===== src/rtl/piso_pkg.sv =====
// Shared definitions for the piso_serializer block.
//   state_e        : serializer FSM states (IDLE, SHIFT)
//   DIR_*          : direction encodings for the latched mov bit
//   DEFAULT_WIDTH  : default word length
package piso_pkg;

    localparam int   DEFAULT_WIDTH = 8;

    localparam logic DIR_MSB_FIRST = 1'b0;
    localparam logic DIR_LSB_FIRST = 1'b1;

    typedef enum logic {
        IDLE  = 1'b0,
        SHIFT = 1'b1
    } state_e;

endpackage


===== src/rtl/piso_bit_counter.sv =====
// Loadable down-counter tracking the bits remaining in a word.
// Ports:
//   clk      in   rising-edge clock
//   reset    in   asynchronous active-low reset (count -> 0)
//   load     in   load load_val this cycle (has priority over en)
//   load_val in   value to load (CNT_W bits)
//   en       in   decrement by one
//   last     out  count is zero (current bit is the last data bit)
module piso_bit_counter #(
    parameter int CNT_W = 3
) (
    input  logic             clk,
    input  logic             reset,
    input  logic             load,
    input  logic [CNT_W-1:0] load_val,
    input  logic             en,
    output logic             last
);

    logic [CNT_W-1:0] cnt_q, cnt_d;

    always_comb begin
        cnt_d = cnt_q;
        if (load) begin
            cnt_d = load_val;
        end else if (en) begin
            cnt_d = cnt_q - CNT_W'(1);
        end
    end

    always_ff @(posedge clk or negedge reset) begin
        if (!reset) begin
            cnt_q <= '0;
        end else begin
            cnt_q <= cnt_d;
        end
    end

    assign last = (cnt_q == '0);

endmodule


===== src/rtl/piso_serializer.sv =====
// Parallel-in, serial-out transmitter. A WIDTH-bit word is accepted over a
// load_valid/load_ready handshake and emitted one bit per clock on data_out,
// MSB-first (mov=0) or LSB-first (mov=1). The last bit of a word can overlap
// the accept of the next word, so back-to-back words have no idle gap.
//
// Optional feature macro: PISO_PARITY_EN
//   When defined, each word is followed by one extra cycle carrying its
//   even-parity bit; done/load_ready move to that cycle.
//
// Ports:
//   clk        in   rising-edge clock
//   reset      in   asynchronous active-low reset
//   load_valid in   data_in/mov valid this cycle
//   load_ready out  a word can be accepted this cycle
//   data_in    in   parallel word (WIDTH bits)
//   mov        in   direction, sampled at accept (0 MSB-first, 1 LSB-first)
//   data_out   out  serial bit
//   out_valid  out  data_out carries a valid bit
//   busy       out  a word is in flight
//   done       out  pulse on the final cycle of a frame
module piso_serializer
    import piso_pkg::*;
#(
    parameter  int WIDTH = DEFAULT_WIDTH,
    localparam int CNT_W = $clog2(WIDTH)
) (
    input  logic             clk,
    input  logic             reset,
    input  logic             load_valid,
    output logic             load_ready,
    input  logic [WIDTH-1:0] data_in,
    input  logic             mov,
    output logic             data_out,
    output logic             out_valid,
    output logic             busy,
    output logic             done
);

    state_e           state_q, state_d;
    logic [WIDTH-1:0] sreg_q, sreg_d;
    logic             dir_q, dir_d;
    logic             cnt_load, cnt_en, cnt_last;
    logic             frame_end, accept;
`ifdef PISO_PARITY_EN
    logic             par_q, par_d;
    logic             par_phase_q, par_phase_d;
`endif

    piso_bit_counter #(
        .CNT_W(CNT_W)
    ) u_bit_counter (
        .clk     (clk),
        .reset   (reset),
        .load    (cnt_load),
        .load_val(CNT_W'(WIDTH - 1)),
        .en      (cnt_en),
        .last    (cnt_last)
    );

    always_comb begin
        // Final cycle of the frame: last data bit, or the parity bit when enabled.
`ifdef PISO_PARITY_EN
        frame_end = (state_q == SHIFT) && par_phase_q;
`else
        frame_end = (state_q == SHIFT) && cnt_last;
`endif
        load_ready = (state_q == IDLE) || frame_end;
        accept     = load_valid && load_ready;
        done       = frame_end;
        busy       = (state_q == SHIFT);
        out_valid  = (state_q == SHIFT);

        data_out = 1'b0;
        if (state_q == SHIFT) begin
            data_out = (dir_q == DIR_LSB_FIRST) ? sreg_q[0] : sreg_q[WIDTH-1];
        end
`ifdef PISO_PARITY_EN
        if ((state_q == SHIFT) && par_phase_q) begin
            data_out = par_q;
        end
`endif

        state_d  = state_q;
        sreg_d   = sreg_q;
        dir_d    = dir_q;
        cnt_load = 1'b0;
        cnt_en   = 1'b0;
`ifdef PISO_PARITY_EN
        par_d       = par_q;
        par_phase_d = par_phase_q;
`endif

        if (accept) begin
            sreg_d   = data_in;
            dir_d    = mov;
            state_d  = SHIFT;
            cnt_load = 1'b1;
`ifdef PISO_PARITY_EN
            par_d       = ^data_in;
            par_phase_d = 1'b0;
`endif
        end else if (state_q == SHIFT) begin
            sreg_d = (dir_q == DIR_LSB_FIRST) ? {1'b0, sreg_q[WIDTH-1:1]}
                                              : {sreg_q[WIDTH-2:0], 1'b0};
            // Hold at zero on the last bit so an idle counter reads zero.
            cnt_en = !cnt_last;
            if (frame_end) begin
                state_d = IDLE;
            end
`ifdef PISO_PARITY_EN
            if (frame_end) begin
                par_phase_d = 1'b0;
            end else if (cnt_last) begin
                par_phase_d = 1'b1;
            end
`endif
        end
    end

    always_ff @(posedge clk or negedge reset) begin
        if (!reset) begin
            state_q <= IDLE;
            sreg_q  <= '0;
            dir_q   <= DIR_MSB_FIRST;
        end else begin
            state_q <= state_d;
            sreg_q  <= sreg_d;
            dir_q   <= dir_d;
        end
    end

`ifdef PISO_PARITY_EN
    always_ff @(posedge clk or negedge reset) begin
        if (!reset) begin
            par_q       <= 1'b0;
            par_phase_q <= 1'b0;
        end else begin
            par_q       <= par_d;
            par_phase_q <= par_phase_d;
        end
    end
`endif

endmodule


===== config.mk =====
export PLATFORM = sky130hd
export DESIGN_NAME = piso_serializer
export DESIGN_NICKNAME = d
export VERILOG_FILES = /design/src/rtl/piso_pkg.sv /design/src/rtl/piso_bit_counter.sv /design/src/rtl/piso_serializer.sv
export SDC_FILE = /design/constraint.sdc
export NUM_CORES = 1
export LEC_CHECK = 0
export ABC_AREA = 1
export CAP_MARGIN = 25
export CORE_MARGIN = 1
export CORE_UTILIZATION = 52
export CTS_CLUSTER_SIZE = 24
export DETAILED_ROUTE_END_ITERATION = 8
export PLACE_DENSITY_LB_ADDON = 0.3
export SLEW_MARGIN = 20
export SYNTH_ARGS = -nofsm -noshare
export SYNTH_HDL_FRONTEND = slang
export SYNTH_HIERARCHICAL = 1
export SYNTH_SLANG_ARGS = --single-unit

===== constraint.sdc =====
create_clock -name clk -period 3.1 [get_ports clk]
set_input_delay 0.62 -clock clk [delete_from_list [all_inputs] [get_ports clk]]
set_output_delay 0.62 -clock clk [all_outputs]
set_load 0.01 [all_outputs]

==> results.md <==
- Status: finished, final reports clean
- Max IR drop VDD: 492 uV
- DIE HEIGHT: 40.7 um
- Routed length per instance: 11.3 um
- Clk_lat worst skew: 0.28 ns
- Commonest non-fill, non-tap cell in the layout: nand2_1
- Switching share of power: 44.1%
- Residual DRC: 0
- Setup Viol. Count Final: 0
- CP delay by family, top: buffers and inverters
- Row cnt: 13
- Core region area: 1350 um2
- Post-Synth Adder-Cell Area: 3.22%
- Arrival time at the worst endpoint: 1.81 ns
- Largest family of logic cells by synthesized area: simple AND/OR/NAND/NOR gates
- Crit path launch type: flip-flop
- Die X: 40.7 um
- Post-CTS setup buffers: 0
- Average size of a mapped cell: 6.89 um2
- Longest Clk Path Bufs: 2
- LEAKAGE: 0.532 nW
- Gr ovfl total: 0
- Routed Antenna Nets: 0
- DP Wirelength: 1.22 mm
- Pwr dens: 939 nW/um2
- First-pass GRT wire length: 2.44 mm
- Warnings from Yosys: 6
- Clock tree sinks: 13
- FF-to-FF path depth: 11
- Max Freq: 411 MHz
- # port buffers: 16
- Fin. Hold Viols: 0
- Synth top area cells: dfrtp_1 (42%), nand2_1 (26%), nand3_1 (8.4%)
- Diode count: 0
- Worst-margin pin slew: 0.590 ns
- Worst Setup End Kind: output port
- Sequential area share after synthesis: 41.8%
- CTS Hold Buffers Added: 0
- Fin area: 978 um2
- Slew Limit Headroom: 60.5%
- Post-Synthesis Cells: 113
- Mapped Area: 778 um2
- Share of power burned in registers: 35.1%
- Reg area: 325 um2
- Clock power frac: 11.9%
- HP Class: flip-flop to flip-flop
- Multi-input logic area: 385 um2
- Crit Path Class: flip-flop to output port
- Max FO, Critical Path: 6
- RSZ-0062 raised after global routing: no
- Synth area leader: dfrtp_1
- Min Hold Slack: 0.502 ns
- Simple-Gate Fraction of Synth Area: 39.9%
- Drt pass-1 iters: 5
- Multiplexer area fraction after synthesis: 0%
- Post_cts resized: 0
- Final cell utilization of the core: 72.5%
- Synth Area in Compound Gates: 4.98%
- Placed cell area: 952 um2
- Clock tree from TritonCTS: built
- Routability cong.: 0.763
- Vias in the first global route: 595
- Maximum capacitance violations: 0
- Fillcell total: 111
- Clock transition at path regs: 0.09 ns
- Area Growth Syn to Fin: 25.7%
- CP max stage delay: 0.54 ns
- Setup TNS: 0 ns
- Period Utilization, post-route: 78.5%
- Most frequent cells in the layout: nand2_1 (53), clkdlybuf4s50_1 (16), inv_1 (13), nand3_1 (13), dfrtp_1 (13)
- I/O pin count: 17
- Routed vias/inst: 5.08
- Total Routing Usage GR: 22.5%
- XOR/XNOR Fraction of Synth Area: 0%
- Gate power share: 53.0%
- Initial antenna violation count: 0
- Nets: 148
- Ratio of cells with drive above 1 in the final layout: 7.52%
- Worst path buffer plus inverter count: 3
- Pint: 0.513 mW
- Critical Path RT: 2.48 ns
- WHS Path Cells: 2
- FF+latch count, synth: 13
- Min cycle time layout: 2.43 ns
- WP depth: 6
- Worst clock skew: 0.00418 ns
- Top cell type's share of synthesized area: 41.8%
- Distinct cells, synth: 19
- Root Buffer: clkbuf_4
- Initial Util: 57.6%
- CP Cell Sequence: inv_1 > ha_1 > ha_1 > inv_2 > nand2_4 > clkdlybuf4s50_1
- Final Slew Violations: 0
- H-Tree Depth: 1
- Die area: 1660 um2
- CTS buffer count: 3
- Most frequent cell on the critical path: ha_1
- Initial drt markers: 28
- Critical path's slowest cell: clkdlybuf4s50_1
- WL final: 1.67 mm
- Pin count of the biggest net entering global routing: 14
- Via count: 752
- Sw Pwr: 0.405 mW
-- metrics by stage --
step / setup slack, ns / cells / total power, mW
floorplan: 1.54 / 115 / 0.656
global placement: 1.02 / 144 / 0.787
detailed placement: 0.970 / 144 / 0.813
CTS: 0.664 / 148 / 0.921
global route: 0.583 / 148 / 1.00
finish: 0.666 / 148 / 0.919
-- kinds of logic after synthesis --
logic type / Yosys count
AND/OR/NAND/NOR: 74
buffers and inverters: 18
flip-flops: 13
AO/OA/AOI/OAI: 5
adder cells (fa/ha/maj): 2
other: 1
-- final cells by class --
| type | instances | area share, % |
|---|---|---|
| well taps | 15 | 1.92 |
| flip-flops and latches | 13 | 33.2 |
| repair buffers | 16 | 16.4 |
| inverters | 16 | 6.39 |
| multi-input cells | 84 | 39.4 |
| clock buffers | 4 | 2.69 |
-- power by group through the flow --
stage / registers [mW] / clock network, mW / logic (mW)
2_1_floorplan: 0.297 / 0 / 0.360
3_3_place_gp: 0.319 / 0 / 0.469
3_5_place_dp: 0.324 / 0 / 0.489
4_1_cts: 0.321 / 0.108 / 0.491
5_1_grt: 0.332 / 0.114 / 0.557
6_report: 0.322 / 0.109 / 0.487
-- Yosys cell counts --
master	count
nand2_1	53
dfrtp_1	13
inv_1	13
nand3_1	13
nor2_1	4
ha_1	2
inv_2	2
o21ai_0	2
a21boi_4	1
a21oi_1	1
buf_2	1
buf_4	1
conb_1	1
inv_4	1
nand2_2	1
nand2_4	1
nand3b_1	1
nor2_2	1
o21ai_1	1
-- metal layers --
| layer | vias up | routed length (um) | GRT usage, % |
|---|---|---|---|
| met3 | 7 | 98 | 3.80 |
| met4 | 0 | 28 | 10.0 |
| met5 | - | 0 | 0 |
| met2 | 26 | 798 | 38.9 |
| li1 | 383 | - | - |
| met1 | 336 | 742 | 27.2 |
-- final timing paths --
kind | start | end | slack, ns
min | sreg_q[0] | sreg_q[0] | 0.50
max | u_bit_counter/cnt_q[0] | load_ready | 0.67
min reg2reg | sreg_q[0] | sreg_q[0] | 0.50
min in group asynchronous | reset | busy | 0.71
max in group asynchronous | reset | sreg_q[7] | 2.01
max reg2reg | u_bit_counter/cnt_q[0] | u_bit_counter/cnt_q[0] | 1.52
-- registers in the layout (all words and copies together), names as in the netlist --
signal and flops:
u_bit_counter/cnt_q 3, busy 1, sreg_q 8, dir_q 1
-- worst register-to-register path, cell delays in order (launching register included) --
cell	delay [ns]
dfrtp_1	0.38
inv_1	0.05
ha_1	0.19
ha_1	0.24
inv_2	0.09
nand2_4	0.06
nand2_2	0.11
inv_4	0.09
inv_2	0.09
nand2_1	0.05
nor2_1	0.09
nor2_1	0.05
(Power assumes the default switching activity.)
